**src/rtl/sd_ctrl_out_pio_if.sv**
```systemverilog
// Avalon-MM slave bus bundle for sd_ctrl_out_pio: address/select/strobe/write data in, read data out.
interface sd_ctrl_out_pio_if;
  logic [2:0]  address;
  logic        chipselect;
  logic        write_n;
  logic [31:0] writedata;
  logic [31:0] readdata;

  modport master (
    output address, chipselect, write_n, writedata,
    input  readdata
  );

  modport slave (
    input  address, chipselect, write_n, writedata,
    output readdata
  );
endinterface

```
**src/rtl/sd_ctrl_out_pio.sv**
```systemverilog
// SD side-band control output port: software-written pin value plus a timed XOR pulse.
// Optional OUTSET/OUTCLR registers at addresses 4/5 under macro SD_CTRL_OUT_PIO_BITSET_EN.
module sd_ctrl_out_pio #(
  parameter int unsigned      WIDTH       = 4,
  parameter logic [WIDTH-1:0] RESET_VALUE = '0,
  parameter int unsigned      LEN_W       = 16
) (
  input  logic               clk,
  input  logic               rst,
  sd_ctrl_out_pio_if.slave   bus,
  output logic [WIDTH-1:0]   out_port
);

  typedef enum logic {StIdle, StPulse} state_t;

  state_t             state_q, state_d;
  logic [WIDTH-1:0]   data_q, data_d;
  logic [WIDTH-1:0]   mask_q, mask_d;
  logic [LEN_W-1:0]   len_q, len_d;
  logic [LEN_W-1:0]   cnt_q, cnt_d;
  logic [31:0]        rdata_d;
  logic [WIDTH-1:0]   wd_mask;
  logic [15:0]        cnt_ext;
  logic               wr;
  logic               unused_wd;

  assign wr        = bus.chipselect & ~bus.write_n;
  assign wd_mask   = bus.writedata[WIDTH-1:0];
  assign cnt_ext   = 16'(cnt_q);
  assign unused_wd = ^bus.writedata;

  // Register writes
  always_comb begin
    data_d = data_q;
    len_d  = len_q;
    if (wr) begin
      unique case (bus.address)
        3'd0: data_d = wd_mask;
        3'd1: len_d  = bus.writedata[LEN_W-1:0];
`ifdef SD_CTRL_OUT_PIO_BITSET_EN
        3'd4: data_d = data_q | wd_mask;
        3'd5: data_d = data_q & ~wd_mask;
`endif
        default: ;
      endcase
    end
  end

  // Pulse FSM; GO writes while busy are dropped
  always_comb begin
    state_d = state_q;
    mask_d  = mask_q;
    cnt_d   = cnt_q;
    unique case (state_q)
      StIdle: begin
        if (wr && bus.address == 3'd2 && len_q != '0 && wd_mask != '0) begin
          state_d = StPulse;
          mask_d  = wd_mask;
          cnt_d   = len_q;
        end
      end
      StPulse: begin
        if (cnt_q == LEN_W'(1)) begin
          state_d = StIdle;
          mask_d  = '0;
          cnt_d   = '0;
        end else begin
          cnt_d = cnt_q - LEN_W'(1);
        end
      end
      default: state_d = StIdle;
    endcase
  end

  always_comb begin
    rdata_d = '0;
    unique case (bus.address)
      3'd0:    rdata_d = 32'(data_q);
      3'd1:    rdata_d = 32'(len_q);
      3'd2:    rdata_d = {cnt_ext, 15'b0, state_q == StPulse};
      3'd3:    rdata_d = 32'(mask_q);
      default: rdata_d = '0;
    endcase
  end

  always_ff @(posedge clk or posedge rst) begin
    if (rst) begin
      state_q      <= StIdle;
      data_q       <= RESET_VALUE;
      mask_q       <= '0;
      len_q        <= '0;
      cnt_q        <= '0;
      bus.readdata <= '0;
      out_port     <= RESET_VALUE;
    end else begin
      state_q      <= state_d;
      data_q       <= data_d;
      mask_q       <= mask_d;
      len_q        <= len_d;
      cnt_q        <= cnt_d;
      bus.readdata <= rdata_d;
      out_port     <= data_d ^ ((state_d == StPulse) ? mask_d : '0);
    end
  end

endmodule

```
**src/flat_wrapper.sv**
```systemverilog
// flat-port wrapper written by rule: the top's interface ports become plain ports
module sd_ctrl_out_pio_flat 
#(
  parameter int unsigned      WIDTH       = 4,
  parameter logic [WIDTH-1:0] RESET_VALUE = '0,
  parameter int unsigned      LEN_W       = 16
)
  (clk, rst, out_port, bus_address, bus_chipselect, bus_write_n, bus_writedata, bus_readdata);
  sd_ctrl_out_pio_if bus_i ();
  input  logic clk;
  input  logic rst;
  output logic [WIDTH-1:0] out_port;
  input wire logic [$bits(bus_i.address)-1:0] bus_address;
  input wire logic [$bits(bus_i.chipselect)-1:0] bus_chipselect;
  input wire logic [$bits(bus_i.write_n)-1:0] bus_write_n;
  input wire logic [$bits(bus_i.writedata)-1:0] bus_writedata;
  output wire logic [$bits(bus_i.readdata)-1:0] bus_readdata;
  assign bus_i.address = bus_address;
  assign bus_i.chipselect = bus_chipselect;
  assign bus_i.write_n = bus_write_n;
  assign bus_i.writedata = bus_writedata;
  assign bus_readdata = bus_i.readdata;
  sd_ctrl_out_pio #(.WIDTH(WIDTH), .RESET_VALUE(RESET_VALUE), .LEN_W(LEN_W)) u_core (.clk(clk), .rst(rst), .bus(bus_i), .out_port(out_port));
endmodule
```
**config.mk**
```make
export PLATFORM = sky130hd
export DESIGN_NAME = sd_ctrl_out_pio_flat
export DESIGN_NICKNAME = d
export VERILOG_FILES = /design/src/rtl/sd_ctrl_out_pio_if.sv /design/src/rtl/sd_ctrl_out_pio.sv /design/src/flat_wrapper.sv
export SDC_FILE = /design/constraint.sdc
export NUM_CORES = 1
export LEC_CHECK = 0
export BUFFER_PORTS_ARGS = -buffer_cell sky130_fd_sc_hd__buf_2
export CAP_MARGIN = 5
export CORE_ASPECT_RATIO = 1.4
export CORE_MARGIN = 2
export CORE_UTILIZATION = 45
export CTS_BUF_LIST = sky130_fd_sc_hd__clkbuf_8
export DETAILED_ROUTE_END_ITERATION = 6
export GPL_TIMING_DRIVEN = 0
export PLACE_DENSITY = 0.7
export SYNTH_ARGS = -nofsm -noshare
export SYNTH_HDL_FRONTEND = slang
export SYNTH_SLANG_ARGS = --single-unit
```
**constraint.sdc**
```tcl
create_clock -name clk -period 3.65 [get_ports clk]
set_clock_uncertainty 0.2 [all_clocks]
set_input_delay 0.365 -clock clk [delete_from_list [all_inputs] [get_ports clk]]
set_output_delay 0.365 -clock clk [all_outputs]
set_load 0.02 [all_outputs]
```
======== Word-level counts from Yosys, hierarchy flattened ========
Index checks and enable logic that the tools add are counted.
word-level totals
  register bits ........................... 77
  input bits .............................. 39
  output and inout bits ................... 36
  word-level logic and storage cells ...... 37
operators by class
  $add $sub $neg .......................... 1
  equal/unequal tests ..................... 5
  mux-type cells .......................... 13
  bitwise gates (word level) .............. 4
  reductions and logical operators ........ 7
operators by type and width
  cell                                                   count
  one-hot mux 32 bit (4 select lines)                    1
  two-way mux 16 bit                                     2
  one-hot mux 16 bit (2 select lines)                    1
  two-way mux 4 bit                                      5
  equality test 16 x 1 -> 1 bit, second input constant   1
  nonzero test 16 bit                                    1
  subtractor 16 x 1 -> 16 bit, second input constant     1
  one-hot mux 4 bit (2 select lines)                     1
  equality test 3 x 2 -> 1 bit, second input constant    2
  nonzero test 4 bit                                     1
  XOR 4 bit                                              1
  equality test 3 x 1 -> 1 bit, second input constant    1
  logical AND 1 bit                                      3
  zero test 3 bit                                        1
  two-way mux 1 bit                                      2
  inequality test 2 x 1 -> 1 bit, second input constant  1
  NOT 1 bit                                              2
  one-hot mux 1 bit (2 select lines)                     1
  AND reduction 2 bit                                    1
  AND 1 bit                                              1

======== Logic depth before layout (Yosys ltp) ========
  depth in word-level cells ............... 9
  gate-level depth with buffers ........... 7
  gate-level depth less buffers ........... 7

======== Worst setup path after synthesis ========
No wires, ideal clock.
  path type ............................... register to register
  from .................................... reg u_core.cnt_q[0] (netlist: u_core.cnt_ext[0])
  to ...................................... reg u_core.cnt_q[12] (netlist: u_core.cnt_ext[12])
  setup time .............................. 0.126 ns
  arrival ................................. 1.770 ns
  data required time ...................... 3.324 ns
  path slack .............................. 1.554 ns
  cell stages (with the launch flop) ...... 8
  path buffers ............................ 0
  clock period less this slack ............ 2.096 ns
  cells stage by stage .................... dfrtp_1 -> inv_1 -> ha_1 -> or3b_1 -> nor2_1 -> nand2_1 -> a21o_1 -> a221o_1
on the way
  cells in the longest elaborated chain, start to end .. 3
  elaborated cells between the ends (all ways) .. 4
  those cells by class .................... add/sub (1); eq/ne (1); mux (2)
ends and longest elaborated chain
  element                                                                       line                                          RTL
  start: declaration                                                            sd_ctrl_out_pio.sv:20                         logic [LEN_W-1:0] cnt_q, cnt_d;
  start signal: assignment                                                      sd_ctrl_out_pio.sv:100                        cnt_q <= cnt_d;
  subtractor 16 x 1 -> 16 bit or equality test 16 x 1 -> 1 bit (tied branches)  sd_ctrl_out_pio.sv:68, sd_ctrl_out_pio.sv:63
  two-way mux 16 bit *                                                          sd_ctrl_out_pio.sv:63                         if (cnt_q == LEN_W'(1)) begin
  one-hot mux 16 bit (2 select lines) *                                         sd_ctrl_out_pio.sv:54                         unique case (state_q)
Mark *: on every way between the ends. The rest lies on a longest branch, timed or not.
A chain may end at the register's enable or synchronous reset.

======== Final worst setup path ========
Same ends and word-level chain as after synthesis.

==> results.cfg <==
[worst_setup_path]
startpoint = u_core.cnt_ext[0]
critPathRequiredTime_ns = 3.68
endpoint_kind = register
path_max_fanout = 8
cp_data_arrival_time_ns = 2.44
worstSetupPathType = register to register
reg2reg_from = u_core.cnt_ext[0]
startpoint_type = register

[final_layout]
diodes = 0
final_area_mm2 = 0.00400
layout_commonest_cell = dfrtp_1
fillers = 674
final_cells = 442
regArea_mm2 = 0.00193
multi_input_area_mm2 = 0.00132
nNetsFinal = 381
final_cell_mix = 77 x dfrtp_1, 60 x buf_2, 27 x and2_1
drive_above_1_share = 0.342
area_growth_syn_to_layout_pct = 19.6

[clocking]
root_buffer = clkbuf_8
clockBufferDepth = 2
path_clk_slew_ns = 0.08
cts_buffers = 9
h-tree-depth = 3
clk_latency_ns = 0.35
cts_num_sinks = 77
cts_tree = yes

[power_and_ir_drop]
finalPower_w = 0.00187
intPower_w = 0.00140
p_leak_nw = 1.89
pwr_density_cell_mw_per_mm2 = 467
peakVddDrop_v = 0.000309
p_seq_frac = 0.527
p_switching_w = 0.000467
power.share.clock = 0.364
p_sw_frac = 0.249
p_comb_frac = 0.108

[logic_synthesis]
syn_area_per_cell_um2 = 12.4
syn-num-nets = 312
ys_ff_latch = 77
yosysWarnings = 0
netlist_instances = 271
yosys.area_share.simple = 0.165
synth_top_family_by_area = simple AND/OR/NAND/NOR gates
synthDistinctLibCells = 53
ys_seq_area_frac = 0.575
synthAdderAreaFrac = 0.00747
synth_area_mm2 = 0.00335
synth_compound_area_frac = 0.121
synth_xor_area_frac = 0.0105
synth.area.mux_share = 0.0889

[route]
drc = 0
antenna_left = 0
highest_layer = met4
dr.pass1.iters = 4
wire_per_inst_um = 16.8
num_vias = 2387
viasPerCell = 5.40
wl_met1_mm = 3.04
wl_met2_mm = 3.97
drtIter0Drc = 128
drt-total-wl_mm = 7.43
met3_length_um = 298

[timing]
tightest_slew_ns = 0.995
timing.slew.headroom = 0.330
final_hold_viol_count = 0
timing.setup.tns_ns = 0
post-route-min-period_ns = 2.40
setup_viol = 0
hold_slack_ns = 0.0410
fmax_mhz = 416
grt_setup_unrepaired = no
slew_viol_final = 0
min_period_over_period = 0.659

[floorplanning]
initial_core_util = 0.461
core_mm2 = 0.00727
rows = 37
dieArea_mm2 = 0.00816
ios = 75
die_width_um = 76.9
die_h_um = 106

[placement]
place_inst = 425
port_buffers = 56
routabilityCongestion = 0.866
dpl-instance-area_mm2 = 0.00378
dpl.hpwl_mm = 5.39

[global_route]
grt_pass1_wl_mm = 11.8
antenna_found_initial = 0
grt_pass1_vias = 2308
track_usage = 0.189
grt_start_max_net_pins = 47
globalRouteOverflowTotal = 0

[min_path]
worstHoldStart = bus_writedata[9]
hold_class = primary input to register

[job]
cap_violations = 0

[status]
status = finished, final reports clean
-- metal layers --
layer,vias up,global-route usage
met5,-,0
met1,1174,0.232
met4,0,0.105
li1,1133,-
met2,68,0.319
met3,12,0.0297
-- cell families (layout without fill, tap and decap cells) --
| logic type | after synthesis | in the layout |
|---|---|---|
| AOI/OAI and AO/OA | 49 | 49 |
| xor gates and xnor gates | 4 | 4 |
| adders and majority gates | 2 | 2 |
| buffers and inverters | 20 | 94 |
| DFF | 77 | 77 |
| muxes | 26 | 26 |
| and+or+nand+nor | 93 | 93 |
-- layout make-up --
type	count	share of cell area
buffer	14	0.0209
clock buffer	9	0.0309
clock inverter	7	0.0225
inverter	6	0.00625
multi-input combinational	174	0.328
sequential	77	0.481
tap	97	0.0303
timing repair buffer	58	0.0794
-- metrics by stage --
| stage | util | setup WS [ns] |
|---|---|---|
| 6_report | 0.551 | 1.25 |
| 5_1_grt | 0.551 | 1.14 |
| 4_1_cts | 0.551 | 1.26 |
| 3_5_place_dp | 0.520 | 1.30 |
| 3_3_place_gp | 0.516 | 0.280 |
| 2_1_floorplan | - | 1.12 |
-- cell usage after synthesis, drive strengths merged --
library cell  count  area (µm²)
dfrtp            77        1930
and2             28         176
mux2             20         225
nor2             15        56.3
nor4             11        81.3
buf               9        65.1
nand2             8        30.0
nor3              8        40.0
a22oi             6        65.1
inv               6        22.5
o21ai             6        33.8
clkbuf            5        18.8
mux2i             5        50.1
nand3             5        25.0
a21o              4        30.0
a221o             4        40.0
a22o              4        35.0
a31oi             4        25.0
o22ai             4        25.0
o41ai             4        35.0
xnor2             4        35.0
nand4             3        25.0
nor3b             3        27.5
o31ai             3        22.5
a211o             2        17.5
ha                2        25.0
nand3b            2        15.0
o221ai            2        17.5
or3               2        12.5
or4               2        18.8
a21oi             1        5.00
a32oi             1        8.76
and3              1        7.51
and4              1        8.76
mux4              1        22.5
nand2b            1        6.26
nor2b             1        6.26
o21a              1        15.0
o21bai            1        11.3
o311ai            1        8.76
o32a              1        10.0
or2               1        6.26
or3b              1        8.76
-- state kept, by name (all words and copies together), names as in the netlist --
signal	cells
u_core.state_q	1
u_core.bus.readdata	32
u_core.cnt_ext	16
u_core.len_q	16
u_core.data_q	4
u_core.mask_q	4
u_core.out_port	4
-- power groups by stage --
stage                     clock network, W  logic [W]  registers [W]
after global routing              0.000741   0.000222       0.000995
final                             0.000682   0.000203       0.000986
after CTS                         0.000699   0.000206       0.000985
after detailed placement                 0   0.000204        0.00100
after global placement                   0   0.000195       0.000999
after floorplan                          0   0.000110        0.00101
-- critical path: stages (launching register included) --
cell,delay [ns]
dfrtp_1,0.46
inv_1,0.09
ha_1,0.19
or3b_1,0.46
nor2_1,0.22
nand2_1,0.15
a21o_1,0.21
a221o_1,0.29
-- what timing repair did --
action                                 in CTS  in global routing
gates resized for setup                     0                  0
hold buffers                                1                  0
setup buffers                               0                  0
endpoints found under the hold margin      31                  0
-- worst paths after layout --
check                                     endpoint  slack (ns)  cells past startpoint
min in group asynchronous  u_core.bus.readdata[26]        0.37                      3
hold reg to reg                   u_core.data_q[3]        0.34                      1
setup reg to reg                u_core.cnt_ext[12]        1.25                      7
max in group asynchronous          u_core.len_q[3]        2.32                      4
setup / recovery                u_core.cnt_ext[12]        1.25                      7
hold / removal                     u_core.len_q[9]        0.04                      2
Power figures use the tool's default switching activity.
